===== src/rtl/branch_sequencer.sv =====
// Control-step generator for the branch instruction class (brzr/brnz/brpl/brmi).
// Sequences fetch, condition evaluation and conditional PC update, with fetch timeout and trap.
module branch_sequencer #(
    parameter int unsigned          OPCODE_W       = 5,
    parameter logic [OPCODE_W-1:0]  BR_OPCODE      = OPCODE_W'(5'b10010),
    parameter bit                   MEM_HANDSHAKE  = 1'b1,
    parameter int unsigned          TIMEOUT        = 15,
    parameter bit                   SKIP_NOT_TAKEN = 1'b1,
    parameter int unsigned          CNT_W          = 16
) (
    input  logic                clk,
    input  logic                clr,
    input  logic                run,
    input  logic                mem_ready,
    input  logic [OPCODE_W-1:0] ir_opcode,
    input  logic                con_ff,
    output logic                PCout,
    output logic                MARin,
    output logic                IncPC,
    output logic                Read,
    output logic                MDRin,
    output logic                MDRout,
    output logic                IRin,
    output logic                Gra,
    output logic                Rout,
    output logic                CONin,
    output logic                Yin,
    output logic                Cout,
    output logic                BRANCH,
    output logic                Zin,
    output logic                Zlowout,
    output logic                PCin,
    output logic [3:0]          step,
    output logic                done,
    output logic                illegal,
    output logic                fetch_err,
    output logic [CNT_W-1:0]    taken_cnt,
    output logic [CNT_W-1:0]    skip_cnt
);

    localparam logic [3:0] IDLE = 4'd0;
    localparam logic [3:0] T0   = 4'd1;
    localparam logic [3:0] T1   = 4'd2;
    localparam logic [3:0] T2   = 4'd3;
    localparam logic [3:0] T3   = 4'd4;
    localparam logic [3:0] T4   = 4'd5;
    localparam logic [3:0] T5   = 4'd6;
    localparam logic [3:0] T6   = 4'd7;
    localparam logic [3:0] TRAP = 4'd8;

    localparam int unsigned WAIT_W = $clog2(TIMEOUT + 1);

    logic [3:0]        state_q, state_d;
    logic [WAIT_W-1:0] wait_q, wait_d;
    logic              ferr_q, ferr_d;
    logic [CNT_W-1:0]  taken_q, taken_d;
    logic [CNT_W-1:0]  skip_q, skip_d;

    logic is_branch;
    logic skip_path;

    assign is_branch = (ir_opcode == BR_OPCODE);
    assign skip_path = SKIP_NOT_TAKEN && !con_ff;

    always_comb begin
        state_d = state_q;
        wait_d  = wait_q;
        ferr_d  = ferr_q;
        taken_d = taken_q;
        skip_d  = skip_q;
        case (state_q)
            IDLE: begin
                if (run && !ferr_q) state_d = T0;
            end
            T0: begin
                state_d = T1;
                wait_d  = '0;
            end
            T1: begin
                // mem_ready on the last allowed cycle still completes the fetch
                if (!MEM_HANDSHAKE || mem_ready) begin
                    state_d = T2;
                end else if (wait_q == WAIT_W'(TIMEOUT - 1)) begin
                    ferr_d  = 1'b1;
                    state_d = IDLE;
                end else begin
                    wait_d = wait_q + WAIT_W'(1);
                end
            end
            T2: state_d = T3;
            T3: state_d = is_branch ? T4 : TRAP;
            TRAP: state_d = IDLE;
            T4: begin
                if (skip_path) begin
                    skip_d  = skip_q + CNT_W'(1);
                    state_d = run ? T0 : IDLE;
                end else begin
                    state_d = T5;
                end
            end
            T5: state_d = T6;
            T6: begin
                if (con_ff) taken_d = taken_q + CNT_W'(1);
                else        skip_d  = skip_q + CNT_W'(1);
                state_d = run ? T0 : IDLE;
            end
            default: state_d = IDLE;
        endcase
    end

    always_ff @(posedge clk) begin
        if (!clr) begin
            state_q <= IDLE;
            wait_q  <= '0;
            ferr_q  <= 1'b0;
            taken_q <= '0;
            skip_q  <= '0;
        end else begin
            state_q <= state_d;
            wait_q  <= wait_d;
            ferr_q  <= ferr_d;
            taken_q <= taken_d;
            skip_q  <= skip_d;
        end
    end

    // Only one of PCout/Rout/MDRout/Zlowout is raised in any state.
    always_comb begin
        PCout   = 1'b0;
        MARin   = 1'b0;
        IncPC   = 1'b0;
        Read    = 1'b0;
        MDRin   = 1'b0;
        MDRout  = 1'b0;
        IRin    = 1'b0;
        Gra     = 1'b0;
        Rout    = 1'b0;
        CONin   = 1'b0;
        Yin     = 1'b0;
        Cout    = 1'b0;
        BRANCH  = 1'b0;
        Zin     = 1'b0;
        Zlowout = 1'b0;
        PCin    = 1'b0;
        done    = 1'b0;
        illegal = 1'b0;
        case (state_q)
            T0: begin
                PCout = 1'b1;
                MARin = 1'b1;
            end
            T1: begin
                IncPC = (wait_q == '0);
                Read  = 1'b1;
                MDRin = 1'b1;
            end
            T2: begin
                MDRout = 1'b1;
                IRin   = 1'b1;
            end
            T3: begin
                Gra   = is_branch;
                Rout  = is_branch;
                CONin = is_branch;
            end
            TRAP: illegal = 1'b1;
            T4: begin
                if (skip_path) begin
                    done = 1'b1;
                end else begin
                    PCout = 1'b1;
                    Yin   = 1'b1;
                end
            end
            T5: begin
                Cout   = 1'b1;
                BRANCH = 1'b1;
                Zin    = 1'b1;
            end
            T6: begin
                Zlowout = 1'b1;
                PCin    = con_ff;
                done    = 1'b1;
            end
            default: ;
        endcase
    end

    assign step      = state_q;
    assign fetch_err = ferr_q;
    assign taken_cnt = taken_q;
    assign skip_cnt  = skip_q;

endmodule


===== config.mk =====
export PLATFORM = sky130hd
export DESIGN_NAME = branch_sequencer
export DESIGN_NICKNAME = d
export VERILOG_FILES = /design/src/rtl/branch_sequencer.sv
export SDC_FILE = /design/constraint.sdc
export NUM_CORES = 1
export LEC_CHECK = 0
export BUFFER_PORTS_ARGS = -buffer_cell sky130_fd_sc_hd__buf_2
export CORE_ASPECT_RATIO = 1.1
export CORE_MARGIN = 2
export CORE_UTILIZATION = 45
export CTS_CLUSTER_DIAMETER = 120
export CTS_CLUSTER_SIZE = 8
export DETAILED_ROUTE_END_ITERATION = 6
export HOLD_SLACK_MARGIN = 0.05
export PLACE_DENSITY_LB_ADDON = 0.25
export SYNTH_ARGS = -nofsm -noshare
export SYNTH_HDL_FRONTEND = slang
export SYNTH_SLANG_ARGS = --single-unit

===== constraint.sdc =====
create_clock -name clk -period 1.5 [get_ports clk]
set_input_delay 0.225 -clock clk [delete_from_list [all_inputs] [get_ports clk]]
set_output_delay 0.225 -clock clk [all_outputs]
set_load 0.03 [all_outputs]

After elaboration in Yosys (flattened, before gate mapping)
Cells that the tools add are included.
- add/subtract/negate cells: 3
- eq/ne operators: 14
- muxes and demuxes: 24
- bitwise gates (word level): 2
- reductions and logical operators: 11
- operator list (cell ; number):
    adder 16 x 1 -> 16 bit, second input constant ; 2
    one-hot mux 4 bit (8 select lines) ; 1
    2-to-1 mux 4 bit ; 6
    == test 4 x 3 -> 1 bit, second input constant ; 4
    2-to-1 mux 1 bit ; 13
    == test 4 x 2 -> 1 bit, second input constant ; 2
    == test 4 bit, second input constant ; 2
    zero test 4 bit ; 2
    one-hot mux 4 bit (2 select lines) ; 1
    != test 2 bit, second input constant ; 3
    AND reduction 2 bit ; 3
    AND reduction 3 bit ; 2
    == test 5 bit, second input constant ; 1
    adder 4 x 1 -> 4 bit, second input constant ; 1
    == test 4 x 1 -> 1 bit, second input constant ; 1
    one-hot mux 1 bit (2 select lines) ; 2
    2-to-1 mux 3 bit ; 1
    != test 3 bit, second input constant ; 1
    inverter 1 bit ; 2
    nonzero test 2 bit ; 1
    OR reduction 2 bit ; 1
    logical AND 1 bit ; 1
    zero test 1 bit ; 1
- register bits after elaboration: 41
- output and inout bits: 55
- logic and storage cells: 59

Longest topological paths before layout
- word-level depth: 4
- gate-level depth with buffers: 6
- depth with buffers taken out: 6

Worst setup path after synthesis
OpenSTA, ideal clock, no wires.
- kind: register to output
- from: reg state_q[0] (netlist: step[0])
- to: out IncPC
- arrival time: 2.188 ns
- data required time: 1.275 ns
- path slack: -0.913 ns
- stages on the path, launching flop included: 4
- path through: dfxtp_1 > buf_6 > or4b_4 > nor4b_1
- word-level cells in the longest chain between the ends: 2
- RTL lines (item ; RTL line ; source):
    start: declaration ; 53 ; logic [3:0] state_q, state_d;
    start signal: assignment ; 119 ; state_q <= state_d;
    == test 4 x 2 -> 1 bit ; 147 ; case (state_q)
    2-to-1 mux 1 bit ; 147 ;
    end: declaration ; 19 ; output logic IncPC,
No other way between the ends.

Worst setup path in the final report
- from: reg state_q[3] (netlist: step[3])
- to: reg wait_q[3]
- word-level cells in the longest chain between the ends: 3
- RTL lines (item ; RTL line ; source):
    == test 4 x 2 -> 1 bit / == test 4 x 1 -> 1 bit (equally long branches) ; 71 ; case (state_q)
    != test 2 bit (no line) / nonzero test 2 bit (equally long branches) ; n/a ;
    AND reduction 3 bit (no line) ; n/a ;
    end signal: assignment ; 120 ; wait_q <= wait_d;
    end: declaration ; 54 ; logic [WAIT_W-1:0] wait_q, wait_d;
Several ways; a longest one is shown, not always the timed one.
A chain may end at the register's enable or synchronous reset.

==> run metrics <==
CP Capture Type flop; layout cells sized above 1 0.561; Post-Route Skew 17.8 ps; Final Power 4260 µW; post-DR vias/cell 6.03; Detail Route Antenna Nets 0; Slew @ Worst Pin 430 ps; CTS clk-pin slew, worst paths 90 ps; initial drt markers 257; critical path required time 1720 ps; Final Hold Viols 0; prevailing post-synth register cell dfxtp_1; Final nets 408; Synth Area per Inst 8.23 µm²; fin crit share 1.28; Post-synth EDFFs 0; starting density of the core 0.471; CTS Hold Buffers Added 0; post-route cell area 3830 µm²; CTS root buf clkbuf_8; run status finished with violations; worst vdd ir 684 µV; CTS Buffer Depth 2; RSZ-0062 raised after global routing true; count of cell types in the netlist 44; synth-to-layout area growth 74.9%; largest net degree at the start of global routing 16; final RePlAce weighted congestion 0.907; # fillers 236; sequential share of the synthesized area 0.375; setup ws final -425 ps; Die X-Extent 70.5 µm; CP Data Arrival Time 2140 ps; first-pass GRT wire length 12400 µm; via count 2714; fmax 519 MHz; failing checks negative setup slack; multi-input logic area 1670 µm²; Synth async-reset ratio 0; placed inst area 2970 µm²; setup violators final 50; Worst setup SP type flop; diode count 0; power density over the cells 1110 nW/µm²; Final min period 1930 ps; Clk Latency, worst-skew pair 310 ps; initial antenna violation count 0; Top-Level Pins 65; number of port buffers 64; final core utilization 0.823; DRC Markers 0; register bit total from synthesis 41; hold_ws 294 ps; Num CTS Buffers 5; fin. max-slew vios 0; core area 4650 µm²; wire per inst 19.6 µm; LEAKAGE 0.00177 µW; delay of the slowest critical-path stage 590 ps; Post-Syn Nets 281; CP Cell Sequence or4b_4 > buf_12 > buf_6 > nor3b_4 > nand3_1 > a31oi_1; vias in the first global route 2553; Syn Inst Count 266; GRT Total Usage 0.283; CTS tree yes; Die H 77.2 µm; worst-path maximum fanout 3; Slew HR 0.711; worst setup path class reg -> reg; Synth Warn # 0; FF+latch area 868 µm²; H-Tree Depth 2; Final TNS setup -8930 ps; GRT Residual Overflow 0; max_cap viols 0; CTS sink count 41; Site Rows 26; DR pass1 iterations 5; worst min path class in -> reg; post-synthesis instance area 2190 µm²; post-detail-place hpwl 4230 µm; Max stage delay cell, worst path or4b_4; die area 5440 µm²; final wirelength 8810 µm
per-layer routing:
| layer | share of wire | GRT usage |
|---|---|---|
| met5 | 0 | 0 |
| met4 | 0.044 | 0.125 |
| met3 | 0.073 | 0.0539 |
| met2 | 0.52 | 0.521 |
| met1 | 0.36 | 0.309 |
layout by cell type, fill, tap and decap left out, drive strengths merged, types with 2 or more instances in the layout:
| cell | n |
|---|---|
| nor3 | 8 |
| buf | 136 |
| clkbuf | 8 |
| nand2 | 26 |
| o31ai | 3 |
| and2 | 4 |
| nand2b | 10 |
| ha | 5 |
| or4 | 3 |
| xor2 | 6 |
| inv | 7 |
| mux2i | 7 |
| nor2b | 3 |
| nand3b | 3 |
| nand4 | 8 |
| nor2 | 30 |
| or3 | 3 |
| nor3b | 2 |
| nor4 | 8 |
| and3 | 4 |
| a21oi | 9 |
| o21ai | 5 |
| nor4b | 2 |
| and3b | 2 |
| o22ai | 2 |
| xnor2 | 13 |
| o2111a | 2 |
| dfxtp | 41 |
| nand4b | 2 |
| nand3 | 20 |
synthesized netlist by cell type (6+ instances only):
cell / count / area, µm²
buf_4: 6 / 45.0
nand3_1: 20 / 100
nand2_1: 26 / 97.6
nor2_1: 30 / 113
dfxtp_1: 41 / 821
nor4_1: 8 / 50.1
nand4_1: 8 / 50.1
xor2_1: 6 / 52.6
clkbuf_1: 8 / 30.0
nor3_1: 8 / 40.0
xnor2_1: 13 / 114
mux2i_1: 7 / 70.1
a21oi_1: 9 / 45.0
inv_1: 8 / 30.0
nand2b_1: 10 / 62.6
worst max-delay path, delay by kind of cell (launching register included):
kind | cells | cell delay, ps
and+or+nand+nor | 3 | 1000
buffers and inverters | 2 | 280
AOI/OAI and AO/OA | 1 | 190
DFF | 1 | 360
layout make-up:
| class | count | share of cell area |
|---|---|---|
| multi-input combinational | 200 | 0.436 |
| timing repair buffer | 136 | 0.282 |
| sequential | 41 | 0.227 |
| clock buffer | 8 | 0.0235 |
| tap | 56 | 0.0183 |
| inverter | 9 | 0.0131 |
per-stage QoR:
step / instances / worst slack (ps)
floorplan: 266 / -261
global placement: 411 / -83.7
detailed placement: 411 / -107
CTS: 442 / -345
global route: 450 / -480
finish: 450 / -425
path summary, 6_finish.rpt:
path / startpoint / endpoint / slack (ps) / depth (start not counted)
max: step[3] / wait_q[3] / -430 / 6
min: clr / taken_cnt[13] / 290 / 3
max reg2reg: step[3] / wait_q[3] / -430 / 6
min reg2reg: taken_cnt[14] / taken_cnt[14] / 490 / 2
state kept, by name, indices dropped and copies added (netlist names):
signal	cells
step	4
taken_cnt	16
fetch_err	1
wait_q	4
skip_cnt	16
power by group:
group	total [µW]	internal, µW	switching, µW
clock	771	376	395
sequential	1200	1140	57.9
combinational	2290	1100	1190
total	4260	2610	1640
cells by family after synthesis:
logic type | after synthesis | share of synthesized area
multiplexers | 7 | 0.0320
AND/OR/NAND/NOR | 143 | 0.355
flip-flops | 41 | 0.375
adder cells (fa/ha/maj) | 5 | 0.0286
buffers and inverters | 25 | 0.0577
AO/OA/AOI/OAI | 26 | 0.0760
XOR/XNOR | 19 | 0.0760
what timing repair did:
action / CTS / global route
buffers inserted: 23 / 10
pin swaps: 23 / 18
endpoints found under the setup margin: 34 / 56
gates resized for setup: 87 / 38
Note: power is estimated with default switching activity, not from simulation.
